[src/rtl/mem_arbiter.sv]
// mem_arbiter
// Round-robin arbiter that lets NUM_MASTERS requesters share one mmu request
// port. It takes one request at a time, forwards it to the mmu from
// registers, and returns the response (or a timeout error) to the owner.
//
// Ports
//   clk, reset        rising-edge clock, synchronous active-high reset
//   m_write_enable    [NUM_MASTERS]             per-master write request
//   m_read_enable     [NUM_MASTERS]             per-master read request
//   m_signed_read     [NUM_MASTERS]             per-master sign-extend flag
//   m_data_width      [2*NUM_MASTERS]           per-master width code
//   m_address         [ADDR_WIDTH*NUM_MASTERS]  per-master byte address
//   m_data_in         [DATA_WIDTH*NUM_MASTERS]  per-master write data
//   m_data_out        [DATA_WIDTH]              shared read data, valid with m_mem_ready
//   m_mem_ready       [NUM_MASTERS]             one-cycle completion pulse to owner
//   m_error           [NUM_MASTERS]             one-cycle timeout pulse to owner
//   s_*               single request port to the mmu
//   s_data_out, s_mem_ready  mmu response
module mem_arbiter #(
   parameter int NUM_MASTERS    = 2,
   parameter int ADDR_WIDTH     = 32,
   parameter int DATA_WIDTH     = 32,
   parameter int TIMEOUT_CYCLES = 1024
) (
   input  logic                              clk,
   input  logic                              reset,
   input  logic [NUM_MASTERS-1:0]            m_write_enable,
   input  logic [NUM_MASTERS-1:0]            m_read_enable,
   input  logic [NUM_MASTERS-1:0]            m_signed_read,
   input  logic [2*NUM_MASTERS-1:0]          m_data_width,
   input  logic [ADDR_WIDTH*NUM_MASTERS-1:0] m_address,
   input  logic [DATA_WIDTH*NUM_MASTERS-1:0] m_data_in,
   output logic [DATA_WIDTH-1:0]             m_data_out,
   output logic [NUM_MASTERS-1:0]            m_mem_ready,
   output logic [NUM_MASTERS-1:0]            m_error,
   output logic                              s_write_enable,
   output logic                              s_read_enable,
   output logic                              s_signed_read,
   output logic [1:0]                        s_data_width,
   output logic [ADDR_WIDTH-1:0]             s_address,
   output logic [DATA_WIDTH-1:0]             s_data_in,
   input  logic [DATA_WIDTH-1:0]             s_data_out,
   input  logic                              s_mem_ready
);

   localparam int IDX_W = (NUM_MASTERS > 1) ? $clog2(NUM_MASTERS) : 1;
   localparam int CNT_W = (TIMEOUT_CYCLES > 1) ? $clog2(TIMEOUT_CYCLES) : 1;

   localparam logic [IDX_W:0]         NUM_M_L      = (IDX_W+1)'(NUM_MASTERS);
   localparam logic [IDX_W-1:0]       LAST_RST_L   = IDX_W'(NUM_MASTERS-1);
   localparam logic [CNT_W-1:0]       CNT_LAST_L   = CNT_W'(TIMEOUT_CYCLES-1);
   localparam logic [NUM_MASTERS-1:0] ONE_HOT_0_L  = NUM_MASTERS'(1);
   localparam bit                     TIMEOUT_EN_L = (TIMEOUT_CYCLES != 0);

   localparam logic [1:0] ST_IDLE = 2'd0;
   localparam logic [1:0] ST_BUSY = 2'd1;
   localparam logic [1:0] ST_RESP = 2'd2;
   localparam logic [1:0] ST_REL  = 2'd3;

   logic [1:0]             state_r;
   logic [IDX_W-1:0]       owner_r;
   logic [IDX_W-1:0]       last_r;
   logic [CNT_W-1:0]       cnt_r;
   logic [DATA_WIDTH-1:0]  data_out_r;
   logic [NUM_MASTERS-1:0] mem_ready_r;
   logic [NUM_MASTERS-1:0] error_r;
   logic                   s_we_r;
   logic                   s_re_r;
   logic                   s_sgn_r;
   logic [1:0]             s_width_r;
   logic [ADDR_WIDTH-1:0]  s_addr_r;
   logic [DATA_WIDTH-1:0]  s_wdata_r;

   logic [NUM_MASTERS-1:0] req_s;
   logic                   grant_found_s;
   logic [IDX_W-1:0]       grant_idx_s;
   logic                   timeout_hit_s;

   logic [1:0]             width_a_s [NUM_MASTERS];
   logic [ADDR_WIDTH-1:0]  addr_a_s  [NUM_MASTERS];
   logic [DATA_WIDTH-1:0]  wdata_a_s [NUM_MASTERS];

   for (genvar gi = 0; gi < NUM_MASTERS; gi++) begin : g_unpack
      assign width_a_s[gi] = m_data_width[2*gi +: 2];
      assign addr_a_s[gi]  = m_address[ADDR_WIDTH*gi +: ADDR_WIDTH];
      assign wdata_a_s[gi] = m_data_in[DATA_WIDTH*gi +: DATA_WIDTH];
   end

   assign req_s = m_write_enable | m_read_enable;

   // The counter holds the number of BUSY cycles already completed, so the
   // last allowed BUSY cycle is the one where it equals TIMEOUT_CYCLES-1.
   assign timeout_hit_s = TIMEOUT_EN_L && (cnt_r == CNT_LAST_L);

   // Round-robin pick: first requester scanning upward from last_r+1 with wrap.
   always_comb begin : arb_comb
      logic [IDX_W:0]   sum_v;
      logic [IDX_W-1:0] cand_v;
      logic             hit_v;
      grant_found_s = 1'b0;
      grant_idx_s   = '0;
      sum_v         = '0;
      cand_v        = '0;
      hit_v         = 1'b0;
      for (int k = 1; k <= NUM_MASTERS; k++) begin
         sum_v         = {1'b0, last_r} + (IDX_W+1)'(k);
         sum_v         = (sum_v >= NUM_M_L) ? (sum_v - NUM_M_L) : sum_v;
         cand_v        = sum_v[IDX_W-1:0];
         hit_v         = req_s[cand_v] & ~grant_found_s;
         grant_idx_s   = hit_v ? cand_v : grant_idx_s;
         grant_found_s = grant_found_s | hit_v;
      end
   end

   // Transaction FSM and all registered outputs.
   always_ff @(posedge clk) begin
      if (reset) begin
         state_r     <= ST_IDLE;
         owner_r     <= '0;
         last_r      <= LAST_RST_L;
         cnt_r       <= '0;
         data_out_r  <= '0;
         mem_ready_r <= '0;
         error_r     <= '0;
         s_we_r      <= 1'b0;
         s_re_r      <= 1'b0;
         s_sgn_r     <= 1'b0;
         s_width_r   <= 2'b00;
         s_addr_r    <= '0;
         s_wdata_r   <= '0;
      end else begin
         case (state_r)
            ST_IDLE: begin
               if (grant_found_s) begin
                  owner_r   <= grant_idx_s;
                  // A write wins when both enables are set.
                  s_we_r    <= m_write_enable[grant_idx_s];
                  s_re_r    <= m_read_enable[grant_idx_s] & ~m_write_enable[grant_idx_s];
                  s_sgn_r   <= m_signed_read[grant_idx_s];
                  s_width_r <= width_a_s[grant_idx_s];
                  s_addr_r  <= addr_a_s[grant_idx_s];
                  s_wdata_r <= wdata_a_s[grant_idx_s];
                  cnt_r     <= '0;
                  state_r   <= ST_BUSY;
               end else begin
                  state_r   <= ST_IDLE;
               end
            end
            ST_BUSY: begin
               // A late mmu completion beats a timeout in the same cycle.
               if (s_mem_ready || timeout_hit_s) begin
                  data_out_r  <= s_mem_ready ? s_data_out : '0;
                  mem_ready_r <= ONE_HOT_0_L << owner_r;
                  error_r     <= s_mem_ready ? '0 : (ONE_HOT_0_L << owner_r);
                  s_we_r      <= 1'b0;
                  s_re_r      <= 1'b0;
                  s_sgn_r     <= 1'b0;
                  s_width_r   <= 2'b00;
                  s_addr_r    <= '0;
                  s_wdata_r   <= '0;
                  last_r      <= owner_r;
                  cnt_r       <= '0;
                  state_r     <= ST_RESP;
               end else begin
                  cnt_r       <= cnt_r + CNT_W'(1);
                  state_r     <= ST_BUSY;
               end
            end
            ST_RESP: begin
               data_out_r  <= '0;
               mem_ready_r <= '0;
               error_r     <= '0;
               state_r     <= ST_REL;
            end
            ST_REL: begin
               // Quiet cycle so the owner can drop its request before the next scan.
               state_r <= ST_IDLE;
            end
            default: begin
               state_r <= ST_IDLE;
            end
         endcase
      end
   end

   assign m_data_out     = data_out_r;
   assign m_mem_ready    = mem_ready_r;
   assign m_error        = error_r;
   assign s_write_enable = s_we_r;
   assign s_read_enable  = s_re_r;
   assign s_signed_read  = s_sgn_r;
   assign s_data_width   = s_width_r;
   assign s_address      = s_addr_r;
   assign s_data_in      = s_wdata_r;

endmodule

[config.mk]
export PLATFORM = sky130hd
export DESIGN_NAME = mem_arbiter
export DESIGN_NICKNAME = d
export VERILOG_FILES = /design/src/rtl/mem_arbiter.sv
export SDC_FILE = /design/constraint.sdc
export NUM_CORES = 1
export LEC_CHECK = 0
export BUFFER_PORTS_ARGS = -buffer_cell sky130_fd_sc_hd__buf_2
export CAP_MARGIN = 5
export CORE_MARGIN = 5
export CORE_UTILIZATION = 35
export DETAILED_ROUTE_END_ITERATION = 7
export GPL_TIMING_DRIVEN = 0
export PLACE_DENSITY = 0.65
export SLEW_MARGIN = 20
export SYNTH_ARGS = -nofsm -noshare
export SYNTH_HDL_FRONTEND = slang
export SYNTH_SLANG_ARGS = --single-unit
[constraint.sdc]
create_clock -name clk -period 3.9 [get_ports clk]
set_clock_uncertainty 0.2 [all_clocks]
set_input_delay 0.585 -clock clk [delete_from_list [all_inputs] [get_ports clk]]
set_output_delay 0.585 -clock clk [all_outputs]
set_load 0.05 [all_outputs]
* Yosys cells after proc, flatten, opt, wreduce, memory -nomap -nowiden
Cells that the tools add are included.
** Cells by class
- Add/subtract/negate cells :: 5
- $mul :: 0
- Div/mod/pow operators :: 0
- Magnitude comparators :: 6
- Equality and inequality tests :: 6
- Shift-type cells :: 1
- Mux-type cells :: 52
- Bitwise gates (word level) :: 7
- Reductions and logical operators :: 9
** Operator list (count)
- $mux W32 :: 11
- $pmux W32 S2 :: 3
- $mux W10 :: 2
- $pmux W10 S2 :: 1
- $mux W1 :: 19
- $mux W2 :: 9
- $pmux W2 S2 :: 3
- $add A10 B1 Y10 const B :: 1
- $eq A10 B10 Y1 const B :: 1
- $pmux W2 S4 :: 1
- $reduce_and A2 Y1 :: 4
- $ge A2 B2 Y1 const B :: 3
- $lt A1 B2 Y1 const B :: 3
- $pmux W1 S2 :: 3
- $eq A2 B2 Y1 const B :: 2
- $ne A2 B2 Y1 const B :: 2
- $reduce_bool A2 Y1 :: 2
- $reduce_and A3 Y1 :: 1
- $add A1 B1 Y2 const B :: 1
- $add A1 B2 Y2 const B :: 1
- $and A1 B1 Y1 :: 2
- $eq A2 B1 Y1 const B :: 1
- $logic_not A2 Y1 :: 1
- $not A1 Y1 :: 2
- 6 further kinds :: 7
** Storage, ports and cells
- Register bits :: 119
- Latch bits :: 0
- Bits in writable memories :: 0
- ROM bits :: 0
- Input bits :: 173
- Logic and storage cells :: 99
- Memories :: 0

* Depth between registers and ports, before layout
- Word-level depth :: 14
- Gate-level depth with buffers :: 8

* Least setup slack after synthesis
OpenSTA, ideal clock, no wires.
- Path kind :: input port to flip-flop
- From :: in m_write_enable[1]
- To :: reg s_addr_r[13] (netlist: s_address[13])
- Setup time :: 0.070 ns
- Arrival :: 1.937 ns
- Setup slack :: 1.693 ns
- Cell stages on the path :: 6
- Path through :: or4_1 > and2_4 > a211oi_4 > buf_6 > buf_6 > o2bb2ai_1
** Between the ends
- Cells in the longest elaborated chain, start to end :: 12
- Elaborated cells on any way between the ends :: 18
- Those cells by class :: eq/ne: 1; mux: 11; bitwise: 5; reduce/logical: 1
** RTL lines
- from (decl) :: RTL line 27 : input logic [NUM_MASTERS-1:0] m_write_enable,
- $or A2 B2 Y2 * :: RTL line 89 : assign req_s = m_write_enable | m_read_enable;
- $mux W1 (not written as such) (2 in a row) :: RTL line 109 : hit_v = req_s[cand_v] & ~grant_found_s;
- $not A1 Y1 :: RTL line 109
- $and A1 B1 Y1 :: RTL line 109
- $mux W1 :: RTL line 110 : grant_idx_s = hit_v ? cand_v : grant_idx_s;
- $not A1 Y2 (not written as such) :: RTL line 141 : s_addr_r <= addr_a_s[grant_idx_s];
- $mux W32 (not written as such) (3 in a row) :: RTL line 141
- $mux W32 :: RTL line 134 : if (grant_found_s) begin
- $pmux W32 S2 :: RTL line 132 : case (state_r)
- to (signal assigned) :: RTL line 141
- to (decl) :: RTL line 71 : logic [ADDR_WIDTH-1:0] s_addr_r;
Every way passes the cells marked *; elsewhere a longest branch is shown, timed or not. The select of a mux whose other input is x is not followed.
A chain may end at the register's enable or synchronous reset.

* Final worst setup path
- From :: reg cnt_r[0]
- To :: reg s_wdata_r[21] (netlist: s_data_in[21])
** Between the ends
- Cells in the longest elaborated chain, start to end :: 4
** RTL lines
- from (decl) :: RTL line 63 : logic [CNT_W-1:0] cnt_r;
- from (signal assigned) :: RTL line 165 : cnt_r <= cnt_r + CNT_W'(1);
- $eq A10 B10 Y1 :: RTL line 93 : assign timeout_hit_s = TIMEOUT_EN_L && (cnt_r == CNT_LAST_L);
- $logic_or A1 B1 Y1 :: RTL line 151 : if (s_mem_ready || timeout_hit_s) begin
- $ne A2 B2 Y1 (no source line)
- $reduce_and A3 Y1 (no source line)
- to (signal assigned) :: RTL line 142 : s_wdata_r <= wdata_a_s[grant_idx_s];
- to (decl) :: RTL line 72 : logic [DATA_WIDTH-1:0] s_wdata_r;
No other way between the ends.

==> results by group <==
Die
  – IO Pins: between 200 and 300
  – DIE AREA: about 17000 µm²
  – Die W: 131 µm
  – Core Area: between 10000 and 15000 µm²
  – Core Rows: 44
  – Die height: between 100 and 150 µm
  – Initial Util: 0.353

Final layout
  – Synthesis-to-layout area growth: 43.6%
  – Post-layout net count: between 900 and 1000
  – Share of layout cells above drive strength 1: 0.404
  – Fin cells: between 1000 and 1500
  – Antenna Cells: 0
  – Final instance area: between 7000 and 8000 µm²

Clock tree
  – CTS tree: built
  – Root Buffer Master: clkbuf_16
  – Clock transition at path regs: roughly 0.06 ns
  – Num CTS Buffers: 17
  – H-tree depth: 4
  – CTS Buffer Depth: 2
  – Post-CTS Setup Bufs: 0
  – Post_cts resized: 0
  – Clk sinks: around 120
  – Hold buffers post-CTS: 0
  – Clk_lat worst skew: slightly above 0.4 ns

Placed design
  – Post-placement cell count: roughly 980
  – RD Place Congestion: 0.772
  – Placed instance area: 6720 µm²
  – I/O Buffers: 277
  – DP HPWL: approximately 13000 µm

GRT
  – Initial antenna violation count: 0
  – First-pass GRT wire length: roughly 25000 µm
  – Total grt overflow: 0
  – Largest net degree at the start of global routing: 17
  – Number of global-route vias before repair: about 5000
  – GRT Total Usage: 0.189

Synth
  – Most used flip-flop cell after synthesis: dfxtp_1
  – Area leader, netlist: dfxtp_1
  – YS warnings: 0
  – Mean post-synth cell area: a little under 10 µm²
  – Share of the synthesized area in the top cell type: 0.467
  – Unique masters post-synth: 44
  – Ranking of synthesized cells by area: dfxtp_1, mux2i_1, o2bb2ai_1
  – Number of synthesized flops with an enable pin: 0
  – Seq/Total Area, Yosys: 0.467
  – Post-Syn Instances: roughly 520
  – Synthesized Nets: approximately 690
  – Post-synth ARST share: 0
  – Count leader, synth: dfxtp_1
  – Yosys reg bits: 119
  – Post-synthesis cell area: a little over 5000 µm²
  – Synth top cells by count: dfxtp_1, mux2i_1, o2bb2ai_1, a21oi_1, o211ai_1

STA
  – Slew headroom: 0.463
  – FMAX: around 0.43 GHz
  – Final Max Tran Viols: 0
  – Final hold violations: 0
  – RSZ-0062 raised after global routing: false
  – Minimum clock period: between 2 and 2.5 ns
  – Least-Margin Pin Slew: 0.805 ns
  – Final Cycle Share: 0.602
  – Final setup fails: 0
  – Hold slack: ~0.21 ns
  – Setup tns final: 0 ns

Drt
  – Routed Antenna Nets: 0
  – DRC viols: 0
  – Drt first pass iters: 4
  – Average routed wire per standard cell: ~17 µm
  – Total wire length: 17000 µm
  – Routed vias: a little over 5000
  – DR vias/cell: about 5
  – Starting DRT DRC Count: about 180

Setup path
  – CP Cell Sequence: ha_1 -> and3_1 -> clkbuf_1 -> a31o_2 -> a211oi_4 -> buf_6 -> buf_6 -> o2bb2ai_1
  – Critical path class: flop to flop
  – Cell mode on critical path: buf_6
  – Arrival @ worst endpoint: roughly 2.5 ns
  – Largest stage delay, worst path: 0.35 ns
  – CP bufs+invs: 3
  – CP max FO: 10
  – Family with the most delay on the worst path: compound AO/OA/AOI/OAI gates
  – Critical-path top delay cell: a211oi_4
  – Worst endpoint required time: 4.04 ns
  – Critical Path Start Type: flop
  – CP Capture Type: flop

Power
  – Leakage power: approximately 3.5 nW
  – Pwr dens: roughly 540 nW/µm²
  – Worst IR Drop VDD: 0.000318 V

Run status
  – Status: finished, final reports clean

Job
  – Max-Cap Viols: 0

Hold path
  – Hold WC Path Type: input port to flop
==> cell usage in the layout (no fill, tap or decap), types with 4 or more instances in the layout <==
cell / synthesis / final
a21o_1: 9 / 9
a21oi_1: 49 / 49
a31oi_1: 4 / 4
buf_2: 14 / 291
clkbuf_1: 30 / 32
clkbuf_16: 0 / 17
dfxtp_1: 119 / 119
mux2i_1: 59 / 59
nand2_1: 40 / 40
nand2b_1: 6 / 6
nand3_1: 14 / 14
nor2_1: 10 / 10
o211ai_1: 41 / 41
o21ai_0: 17 / 17
o2bb2ai_1: 58 / 58
==> kinds of logic (layout without fill, tap and decap cells) <==
group	count (synthesis)	in the layout	synth area share
buffers and inverters	49	358	0.0439
xor gates and xnor gates	2	2	0.00344
AOI/OAI and AO/OA	197	197	0.280
and+or+nand+nor	91	91	0.0866
DFF	119	119	0.467
adders and majority gates	1	1	0.00245
muxes	59	59	0.116
==> sequential cells by signal, indices dropped and copies added (netlist names), 2 cells and up, named ones only <==
register and flops:
cnt_r 10, m_data_out 32, m_error 2, m_mem_ready 2, s_address 32, s_data_in 32
s_data_width 2
==> stage by stage <==
stage,power [mW],utilization,setup slack [ns]
global route,4.14,0.508,1.35
floorplan,2.11,-,1.69
CTS,4.02,0.508,1.50
detailed placement,2.42,0.466,1.20
global placement,2.41,0.466,1.20
finish,3.97,0.508,1.55
==> final cells by class <==
class / instances / area, µm²
Fill cell: 1402 / 7100
Multi-Input combinational cell: 350 / 2490
Sequential cell: 119 / 2380
Timing Repair Buffer: 277 / 1390
Clock buffer: 21 / 460
Tap cell: 184 / 230
Buffer: 48 / 220
Clock inverter: 11 / 146
Inverter: 1 / 3.75
==> routing by layer <==
layer / track usage / vias up / share of wire
met2: 0.325 / 214 / 0.48
met1: 0.214 / 2300 / 0.39
met4: 0.0672 / 0 / 0.014
met3: 0.0740 / 18 / 0.11
li1: - / 2548 / -
met5: 0 / - / 0
==> report_power, final <==
| group | total (mW) | switching [mW] | leakage, nW | internal (mW) |
|---|---|---|---|---|
| Sequential | 1.39 | 0.0590 | 0.976 | 1.33 |
| Combinational | 0.994 | 0.704 | 2.26 | 0.290 |
| Clock | 1.59 | 0.549 | 0.294 | 1.04 |
==> worst min-delay path, delay by kind of cell <==
family,cells,cell delay (ns)
AOI/OAI and AO/OA,1,0.05
buffers and inverters,1,0.10
and+or+nand+nor,1,0.04
==> final timing paths <==
path / start / end / slack (ns) / cells after the start
setup / recovery: cnt_r[0] / s_data_in[21] / 1.55 / 8
hold / removal: s_data_out[19] / m_data_out[19] / 0.21 / 3
setup reg to reg: cnt_r[0] / s_data_in[21] / 1.55 / 8
hold reg to reg: s_address[16] / s_address[16] / 0.26 / 1
No activity file was read; power rests on OpenSTA's default activity.
